## src/rtl/direction_pkg.sv

```systemverilog
// Shared types and helpers for the windowed direction accumulator.
package direction_pkg;

    typedef enum logic [1:0] {
        ACCUM   = 2'd0,
        COMPUTE = 2'd1,
        FINISH  = 2'd2,
        OUTPUT  = 2'd3
    } dir_state_t;

    // Locations are sign-extended into this fixed-width container before use.
    localparam int LOC_W_MAX = 32;
    localparam int SAT_W     = 64;

    typedef struct packed {
        logic signed [LOC_W_MAX-1:0] x;
        logic signed [LOC_W_MAX-1:0] y;
    } mic_location_t;

    function automatic logic signed [SAT_W-1:0] sat_signed(
        input logic signed [SAT_W-1:0] value,
        input int                      width
    );
        logic signed [SAT_W-1:0] max_v;
        logic signed [SAT_W-1:0] min_v;
        max_v = (64'sd1 <<< (width - 1)) - 64'sd1;
        min_v = -(64'sd1 <<< (width - 1));
        if (value > max_v)      return max_v;
        else if (value < min_v) return min_v;
        else                    return value;
    endfunction

endpackage

```

## src/rtl/amplitude_window.sv

```systemverilog
// Per-channel |sample| accumulation over 2^WINDOW_LOG2 samples with window-close
// pulse and snapshot of the per-channel mean when capture is enabled.
module amplitude_window
    import direction_pkg::*;
#(
    parameter int NUM_MICS     = 3,
    parameter int SAMPLE_WIDTH = 32,
    parameter int WINDOW_LOG2  = 8
) (
    input  logic                                 clk_in,
    input  logic                                 rst_n_in,
    input  logic                                 sample_valid_in,
    input  logic [SAMPLE_WIDTH-1:0]              central_mic_in,
    input  logic [NUM_MICS*SAMPLE_WIDTH-1:0]     peripheral_mics_in,
    input  logic                                 capture_en_in,
    output logic                                 window_close_out,
    output logic [(NUM_MICS+1)*SAMPLE_WIDTH-1:0] means_out
);

    localparam int NCH   = NUM_MICS + 1;
    localparam int ACC_W = SAMPLE_WIDTH + WINDOW_LOG2;

    // Channel NUM_MICS is the central mic; peripherals occupy 0..NUM_MICS-1.
    logic [NCH*SAMPLE_WIDTH-1:0]          w_samples;
    logic [SAMPLE_WIDTH-1:0]              w_raw   [NCH];
    logic [SAMPLE_WIDTH-1:0]              w_abs   [NCH];
    logic [ACC_W-1:0]                     w_total [NCH];
    logic [ACC_W-1:0]                     r_acc   [NCH];
    logic [WINDOW_LOG2-1:0]               r_count;
    logic [NCH*SAMPLE_WIDTH-1:0]          r_means;
    logic                                 w_close;

    assign w_samples = {central_mic_in, peripheral_mics_in};
    assign w_close   = sample_valid_in && (&r_count);

    // Unsigned negate maps the most-negative code onto 2^(SAMPLE_WIDTH-1).
    always_comb begin
        for (int i = 0; i < NCH; i++) begin
            w_raw[i]   = w_samples[i*SAMPLE_WIDTH +: SAMPLE_WIDTH];
            w_abs[i]   = w_raw[i][SAMPLE_WIDTH-1] ? -w_raw[i] : w_raw[i];
            w_total[i] = r_acc[i] + ACC_W'(w_abs[i]);
        end
    end

    always_ff @(posedge clk_in or negedge rst_n_in) begin
        if (!rst_n_in) begin
            for (int i = 0; i < NCH; i++) r_acc[i] <= '0;
            r_count <= '0;
            r_means <= '0;
        end else if (sample_valid_in) begin
            r_count <= r_count + WINDOW_LOG2'(1);
            for (int i = 0; i < NCH; i++) begin
                if (w_close) begin
                    r_acc[i] <= '0;
                    if (capture_en_in)
                        r_means[i*SAMPLE_WIDTH +: SAMPLE_WIDTH] <= w_total[i][ACC_W-1:WINDOW_LOG2];
                end else begin
                    r_acc[i] <= w_total[i];
                end
            end
        end
    end

    assign window_close_out = w_close;
    assign means_out        = r_means;

endmodule

```

## src/rtl/direction_accumulator.sv

```systemverilog
// Windowed direction accumulator: location-weighted sum of mean amplitude
// differences, computed serially one mic per cycle, presented on valid/ready.
module direction_accumulator
    import direction_pkg::*;
#(
    parameter int NUM_MICS     = 3,
    parameter int SAMPLE_WIDTH = 32,
    parameter int LOC_WIDTH    = 16,
    parameter int WINDOW_LOG2  = 8,
    parameter int OUT_SHIFT    = 16
) (
    input  logic                              clk_in,
    input  logic                              rst_n_in,
    input  logic                              sample_valid_in,
    input  logic [SAMPLE_WIDTH-1:0]           central_mic_in,
    input  logic [NUM_MICS*SAMPLE_WIDTH-1:0]  peripheral_mics_in,
    input  logic [NUM_MICS*2*LOC_WIDTH-1:0]   mic_locations_in,
    output logic [2*LOC_WIDTH-1:0]            vector_out,
    output logic                              vector_valid_out,
    input  logic                              vector_ready_in,
    output logic                              busy_out,
    output logic [7:0]                        drop_count_out,
    output logic [1:0]                        state_dbg_out
);

    localparam int IDX_W  = (NUM_MICS > 1) ? $clog2(NUM_MICS) : 1;
    localparam int DIFF_W = SAMPLE_WIDTH + 1;
    localparam int SUM_W  = SAMPLE_WIDTH + 1 + LOC_WIDTH + $clog2(NUM_MICS);

    dir_state_t                        r_state;
    dir_state_t                        w_next_state;
    logic [IDX_W-1:0]                  r_idx;
    logic signed [SUM_W-1:0]           r_sum_x;
    logic signed [SUM_W-1:0]           r_sum_y;
    logic signed [SUM_W-1:0]           w_prod_x;
    logic signed [SUM_W-1:0]           w_prod_y;
    logic signed [SUM_W-1:0]           w_shx;
    logic signed [SUM_W-1:0]           w_shy;
    logic [LOC_WIDTH-1:0]              w_vec_x;
    logic [LOC_WIDTH-1:0]              w_vec_y;
    logic [SAMPLE_WIDTH-1:0]           w_mean_i;
    logic [SAMPLE_WIDTH-1:0]           w_mean_c;
    logic signed [DIFF_W-1:0]          w_diff;
    mic_location_t                     w_loc;
    logic [2*LOC_WIDTH-1:0]            r_vector;
    logic [7:0]                        r_drop;
    logic                              w_close;
    logic [(NUM_MICS+1)*SAMPLE_WIDTH-1:0] w_means;

    amplitude_window #(
        .NUM_MICS     (NUM_MICS),
        .SAMPLE_WIDTH (SAMPLE_WIDTH),
        .WINDOW_LOG2  (WINDOW_LOG2)
    ) u_window (
        .clk_in             (clk_in),
        .rst_n_in           (rst_n_in),
        .sample_valid_in    (sample_valid_in),
        .central_mic_in     (central_mic_in),
        .peripheral_mics_in (peripheral_mics_in),
        .capture_en_in      (r_state == ACCUM),
        .window_close_out   (w_close),
        .means_out          (w_means)
    );

    // Mic i's location sits at [i*2*LOC_WIDTH +: 2*LOC_WIDTH] as {x, y}.
    always_comb begin
        w_mean_c = w_means[NUM_MICS*SAMPLE_WIDTH +: SAMPLE_WIDTH];
        w_mean_i = w_means[int'(r_idx)*SAMPLE_WIDTH +: SAMPLE_WIDTH];
        w_diff   = $signed({1'b0, w_mean_i}) - $signed({1'b0, w_mean_c});
        w_loc.x  = LOC_W_MAX'($signed(mic_locations_in[int'(r_idx)*2*LOC_WIDTH + LOC_WIDTH +: LOC_WIDTH]));
        w_loc.y  = LOC_W_MAX'($signed(mic_locations_in[int'(r_idx)*2*LOC_WIDTH +: LOC_WIDTH]));
        w_prod_x = SUM_W'(w_diff) * SUM_W'($signed(w_loc.x));
        w_prod_y = SUM_W'(w_diff) * SUM_W'($signed(w_loc.y));
    end

    assign w_shx   = r_sum_x >>> OUT_SHIFT;
    assign w_shy   = r_sum_y >>> OUT_SHIFT;
    assign w_vec_x = LOC_WIDTH'(sat_signed(SAT_W'(w_shx), LOC_WIDTH));
    assign w_vec_y = LOC_WIDTH'(sat_signed(SAT_W'(w_shy), LOC_WIDTH));

    // Output handshake: vector_valid_out holds with vector_out stable until a
    // cycle where vector_ready_in is also high; that edge completes the transfer.
    always_comb begin
        w_next_state = r_state;
        case (r_state)
            ACCUM:   if (w_close) w_next_state = COMPUTE;
            COMPUTE: if (r_idx == IDX_W'(NUM_MICS - 1)) w_next_state = FINISH;
            FINISH:  w_next_state = OUTPUT;
            OUTPUT:  if (vector_ready_in) w_next_state = ACCUM;
            default: w_next_state = ACCUM;
        endcase
    end

    always_ff @(posedge clk_in or negedge rst_n_in) begin
        if (!rst_n_in) r_state <= ACCUM;
        else           r_state <= w_next_state;
    end

    always_ff @(posedge clk_in or negedge rst_n_in) begin
        if (!rst_n_in) begin
            r_idx    <= '0;
            r_sum_x  <= '0;
            r_sum_y  <= '0;
            r_vector <= '0;
            r_drop   <= '0;
        end else begin
            case (r_state)
                ACCUM: if (w_close) begin
                    r_sum_x <= '0;
                    r_sum_y <= '0;
                    r_idx   <= '0;
                end
                COMPUTE: begin
                    r_sum_x <= r_sum_x + w_prod_x;
                    r_sum_y <= r_sum_y + w_prod_y;
                    r_idx   <= (r_idx == IDX_W'(NUM_MICS - 1)) ? '0 : r_idx + IDX_W'(1);
                end
                FINISH:  r_vector <= {w_vec_x, w_vec_y};
                default: ;
            endcase
            if (w_close && r_state != ACCUM && r_drop != 8'hFF)
                r_drop <= r_drop + 8'd1;
        end
    end

    assign vector_out       = r_vector;
    assign vector_valid_out = (r_state == OUTPUT);
    assign busy_out         = (r_state != ACCUM);
    assign drop_count_out   = r_drop;
    assign state_dbg_out    = r_state;

endmodule
```

## config.mk

```make
export PLATFORM = sky130hd
export DESIGN_NAME = direction_accumulator
export DESIGN_NICKNAME = d
export VERILOG_FILES = /design/src/rtl/direction_pkg.sv /design/src/rtl/amplitude_window.sv /design/src/rtl/direction_accumulator.sv
export SDC_FILE = /design/constraint.sdc
export NUM_CORES = 2
export LEC_CHECK = 0
export ABC_AREA = 0
export CAP_MARGIN = 20
export CORE_MARGIN = 2
export CORE_UTILIZATION = 49
export DETAILED_ROUTE_END_ITERATION = 10
export PLACE_DENSITY = 0.76
export SETUP_SLACK_MARGIN = 0.2
export SYNTH_ARGS = -nofsm -noshare
export SYNTH_HDL_FRONTEND = slang
export SYNTH_SLANG_ARGS = --single-unit
```

## constraint.sdc

```tcl
create_clock -name clk_in -period 15.1 [get_ports clk_in]
set_clock_uncertainty 0.1 [all_clocks]
set_input_delay 4.53 -clock clk_in [delete_from_list [all_inputs] [get_ports clk_in]]
set_output_delay 4.53 -clock clk_in [all_outputs]
set_load 0.02 [all_outputs]
```

* Word level (Yosys, flattened, before mapping)
Cells that the tools add are included.
** Word-level totals
- Latch bits :: 0
- Bits in read-only memories :: 0
- Memories kept :: 0
- Output and inout bits :: 44
- Bits in registers :: 442
- Bits in writable memories :: 0
** Cells by class
- $add $sub $neg :: 15
- Order comparisons :: 4
- Multiply operators :: 2
- Shift-type cells :: 3
- Equality and inequality tests :: 8
- Divide/modulo/power cells :: 0
- Muxes and demuxes :: 22
- Reduce and logical (&&, ||, !) cells :: 10
- Bitwise operators :: 0
** Operators by type and width (count)
- $pmux 51 s2 :: 2
- $add 40x32->40 :: 4
- $mux 40 :: 4
- $mux 32 :: 4
- $neg 32->32 :: 4
- $shiftx 128x8->32 :: 1
- $add 51x49->51 :: 2
- $mul 33x16->49 :: 2
- $shiftx 96x8->16 :: 1
- $shiftx 96x9->16 :: 1
- $gt 35x16->1 const B :: 2
- $lt 35x16->1 const B :: 2
- $mux 16 :: 4
- $mux 51 :: 1
- $sub 32x32->33 :: 1
- $add 8x1->8 const B :: 2
- $mux 2 :: 5
- $add 7x5->8 const B :: 1
- $ne 8x8->1 const B :: 1
- $pmux 2 s4 :: 1
- $reduce_and 8->1 :: 1
- $eq 2x2->1 const B :: 3
- $reduce_and 3->1 :: 2
- $ne 2x2->1 const B :: 2
- other kinds (8) :: 11

* Depth between registers and ports, before layout
- Word-level depth :: 5
- Mapped depth :: 41
- Gate-level depth less buffers :: 36

* By module
A second synthesis with hierarchy kept.
** Second synthesis, totals
- Cells, all modules :: 7721
- Area total of the unflattened synthesis :: 68931.1 um2
** By module, submodules not included
- direction_accumulator :: area each 47824.6 um2, cells an instance 5344, instances 1
- amplitude_window :: area each 21106.5 um2, cells an instance 2377, instances 1

* Worst setup path after synthesis
Ideal clock, no wire load.
- Path kind :: input -> register
- Start :: in mic_locations_in[83]
- End :: reg r_sum_x[50]
- Buffers on the path :: 2
- Setup slack :: 3.743 ns
- Cell stages on the path :: 28
- Arrival :: 11.136 ns
- Cell sequence :: mux2i_1 > nor2_1 > a21o_1 > clkbuf_1 > clkbuf_1 > nand2_1 > fa_1 > inv_1 > fa_1 > inv_1 > fa_1 > fa_1 > inv_1 > fa_1 > inv_1 > fa_1 > inv_1 > ha_1 > a211oi_1 > o21bai_1 > a221oi_2 > nor2_1 > nor3_2 > a21oi_1 > a221o_1 > o41ai_2 > xnor3_1 > a22o_1
** Between the ends
- Longest elaborated chain between the ends :: 4
** RTL lines
- start, declared :: RTL line direction_accumulator.sv:17 : input logic [NUM_MICS*2*LOC_WIDTH-1:0] mic_locations_in,
- $shiftx 96x9->16 :: RTL line direction_accumulator.sv:70 : w_loc.x = LOC_W_MAX'($signed(mic_locations_in[int'(r_idx)*2*LOC_WIDTH + LOC_WIDTH +: LOC_WIDTH]));
- $mul 33x16->49 :: RTL line direction_accumulator.sv:72 : w_prod_x = SUM_W'(w_diff) * SUM_W'($signed(w_loc.x));
- $add 51x49->51 :: RTL line direction_accumulator.sv:114 : r_sum_x <= r_sum_x + w_prod_x;
- $pmux 51 s2 :: RTL line direction_accumulator.sv:107 : case (r_state)
- end signal, assigned :: RTL line direction_accumulator.sv:114
- end, declared :: RTL line direction_accumulator.sv:33 : logic signed [SUM_W-1:0] r_sum_x;
No other way between the ends.
A chain may end at the register's enable or synchronous reset.

* Worst setup path after layout
- Start :: in mic_locations_in[26]
- End :: reg r_sum_x[50]
The elaborated chain is that of the path after synthesis.

==> reports/qor_table.md <==
| Group | Parameter | Value |
|:---|:---|:---|
| outcome | Outcome | completed |
| cts | Clock tree sinks | 442 |
| detailed routing | Wire length per cell after detailed routing | 20.2 um |
| critical path | Kind of end point of the critical path | flop |
| cts | Skew-Pair Late Insertion Delay | 0.69 ns |
| sta | Worst Max-Slew Pin Slew | 1.23 ns |
| layout | Commonest cells after routing, fill and taps aside | 1417 x inv_1, 1125 x fa_1, 970 x nand2_1 |
| place | Number of placed cells counting well taps | 9507 |
| global routing | Initial antenna violation count | 2 |
| detailed routing | WL final | 194000 um |
| layout | Final Instance Count excl. Fillers | 9611 |
| global routing | Remaining global-route overflow | 0 |
| cts | Buffers from clock root to sink, at most | 3 |
| global routing | First-pass GRT wire length | 312000 um |
| synth | Most common flop cell mapped by yosys | dfrtp_1 |
| detailed routing | Via Count | 54.4k |
| detailed routing | Vias per cell | 5.66 |
| sta | Number of hold violations in the final report | 0 |
| place | Final weighted congestion in routability-driven placement | 0.972 |
| layout | Sequential standard cell area | 11100 um^2 |
| cts | Post-CTS resize count | 0 |
| cts | H-tree levels | 2 |
| floorplan | Die ar. | 142000 um^2 |
| floorplan | Overall die width | 377 um |
| sta | Setup Viol. Count Final | 0 |
| synth | Post-Synthesis Cell Area | 68100 um^2 |
| cts | Clock transition at the registers of the reported paths | 0.06 ns |
| synth | Synth Instances | 7691 |
| layout | Share of final-layout standard cells stronger than drive strength 1 | 0.0468 |
| cts | Number of buffers inserted for hold repair after clock tree synthesis | 0 |
| global routing | All-Layer GR Usage | 0.279 |
| layout | Area of the multi-input gates | 50800 um^2 |
| critical path | Largest fanout of any net on the critical path | 25 |
| synth | Post-synth EDFFs | 0 |
| sta | Final Max Slew Viols | 0 |
| synth | Fraction of registers with async set or reset after synthesis | 1.00 |
| sta | Clock period minus final worst setup slack | 12.38 ns |
| synth | Mean post-synth cell area | 8.85 um^2 |
| critical path | Type of the worst setup path | in2reg |
| layout | Count of fill cells added during filler insertion | 12.1k |
| sta | RSZ-0062 raised after global routing | false |
| detailed routing | Antenna-violating nets left | 0 |
| synth | Yosys Warn Count | 0 |
| place | Count of input and output buffers | 271 |
| cts | Number of buffers added for setup after CTS | 0 |
| detailed routing | First-iteration detailed-routing DRC count | 4380 |
| synth | Count of cell types in the netlist | 87 |
| sta | Max Freq | 0.0808 GHz |
| critical path | Data required time of the critical path | 15.55 ns |
| sta | Final-layout setup total negative slack | 0 ns |
| synth | Synth Register Bits | 442 |
| cts | Root Buffer Master | clkbuf_16 |
| critical path | Critical path arrival | 12.83 ns |
| floorplan | Initial core utilization | 0.495 |
| detailed routing | Drt drc | 0 |
| cts | Number of buffers created by CTS | 52 |
| floorplan | Site Rows | 136 |
| floorplan | Floorplan core area | 138000 um^2 |
| layout | Number of nets in the layout | 9566 |
| worst hold path | Class of the worst hold path | reg2reg |
| global routing | Maximum number of pins on one net before global-route repair | 171 |
| detailed routing | First-pass DRT Iterations | 9 |
| cts | CTS tree | yes |
| synth | Post-synthesis sequential area ratio | 0.162 |
| critical path | Kind of start point of the critical path | primary input |
| layout | Signed area change from the synthesized netlist to the final layout | 10.1% |
| sta | Final worst path period share | 0.820 |
| floorplan | Overall die height | 377 um |
| place | Detailed Place HPWL | 154000 um |
| global routing | Vias in the first global route | 57.0k |
| sta | Slew margin rel. | 0.175 |
| run | Max cap viols | 0 |
| floorplan | I/O pin cnt | 272 |
| synth | Synthesized Nets | 9486 |
| layout | Most common library cell in the layout ignoring fill and taps | inv_1 |
## worst max-delay path, cell delays in order
cell	delay, ns
clkdlybuf4s50_1	0.46
mux2i_1	0.19
nor2_1	0.22
a21o_1	0.71
nand2_1	0.20
fa_1	0.57
inv_1	0.06
fa_1	0.52
fa_1	0.55
inv_1	0.05
fa_1	0.53
inv_1	0.06
fa_1	0.53
fa_1	0.52
ha_1	0.37
a211oi_1	0.35
o21ai_0	0.17
a221oi_2	0.28
nor2_1	0.11
nor3_2	0.40
a21oi_1	0.22
a221o_1	0.36
o41ai_2	0.28
xnor3_1	0.37
a22o_1	0.20
## state kept, by name, summed over array words and instances, names as in the netlist
signal	count
u_window.r_acc	160
u_window.means_out	128
drop_count_out	8
u_window.r_count	8
r_idx	2
vector_out	32
r_sum_y	51
state_dbg_out	2
r_sum_x	51
## cells in the mapped netlist, types with 124 or more instances
| cell | count | area share |
|---|---|---|
| o21ai_0 | 381 | 0.028 |
| nand2_1 | 973 | 0.054 |
| a21oi_1 | 238 | 0.017 |
| dfrtp_1 | 442 | 0.16 |
| a21o_1 | 140 | 0.015 |
| inv_1 | 1417 | 0.078 |
| clkbuf_1 | 305 | 0.017 |
| o22ai_1 | 124 | 0.011 |
| xnor2_1 | 297 | 0.038 |
| nor2_1 | 634 | 0.035 |
| ha_1 | 442 | 0.081 |
| fa_1 | 1125 | 0.33 |
## cell type report
cell class | instances | share of cell area
Multi-Input combinational cell | 5490 | 0.678
Tap cell | 1794 | 0.0299
Sequential cell | 442 | 0.148
Clock buffer | 65 | 0.0192
Clock inverter | 33 | 0.00793
Antenna cell | 2 | 0.0000668
Inverter | 1419 | 0.0710
Timing Repair Buffer | 366 | 0.0463
## final timing paths
path                                      startpoint                   to  slack, ns  depth (start not counted)
worst max-delay path            mic_locations_in[26]          r_sum_x[50]       2.72                         25
worst min-delay path             u_window.r_count[4]  u_window.r_count[4]       0.37                          1
worst max register to register              r_idx[0]          r_sum_x[50]       3.68                         31
worst min register to register   u_window.r_count[4]  u_window.r_count[4]       0.37                          1
max in group asynchronous                   rst_n_in          r_sum_y[32]       9.70                          2
min in group asynchronous                   rst_n_in    u_window.r_acc[1]       3.71                          1
## stage by stage
step           hold slack (ns)  utilization  setup slack [ns]  cell area [um^2]
2_1_floorplan            0.341            -              3.74             68100
3_3_place_gp             0.356        0.529              2.24             72900
3_5_place_dp             0.365        0.529              2.16             72900
4_1_cts                  0.377        0.544              2.84             74900
5_1_grt                  0.402        0.545              2.31             75000
6_report                 0.373        0.545              2.72             75000
## routing by layer
| metal | vias up | share of wire | track usage |
|---|---|---|---|
| met1 | 27136 | 0.41 | 0.371 |
| met4 | 2 | 0.037 | 0.0955 |
| met2 | 2306 | 0.46 | 0.452 |
| li1 | 24567 | - | - |
| met3 | 382 | 0.093 | 0.0604 |
| met5 | - | 0.000051 | 0 |
## cell families (layout without fill, tap and decap cells)
group / count (synthesis) / after routing / synth area share
buffers and inverters: 1759 / 1883 / 0.0971
multiplexers: 86 / 86 / 0.0189
XOR/XNOR: 417 / 417 / 0.0539
AO/OA/AOI/OAI: 1295 / 1295 / 0.121
adder cells (fa/ha/maj): 1567 / 1567 / 0.412
flip-flops: 442 / 442 / 0.162
AND/OR/NAND/NOR: 2125 / 2125 / 0.135
other: 0 / 2 / 0
Power is not shown: default switching activity piles up to over one toggle a cycle in this logic, so the estimate is an artifact.
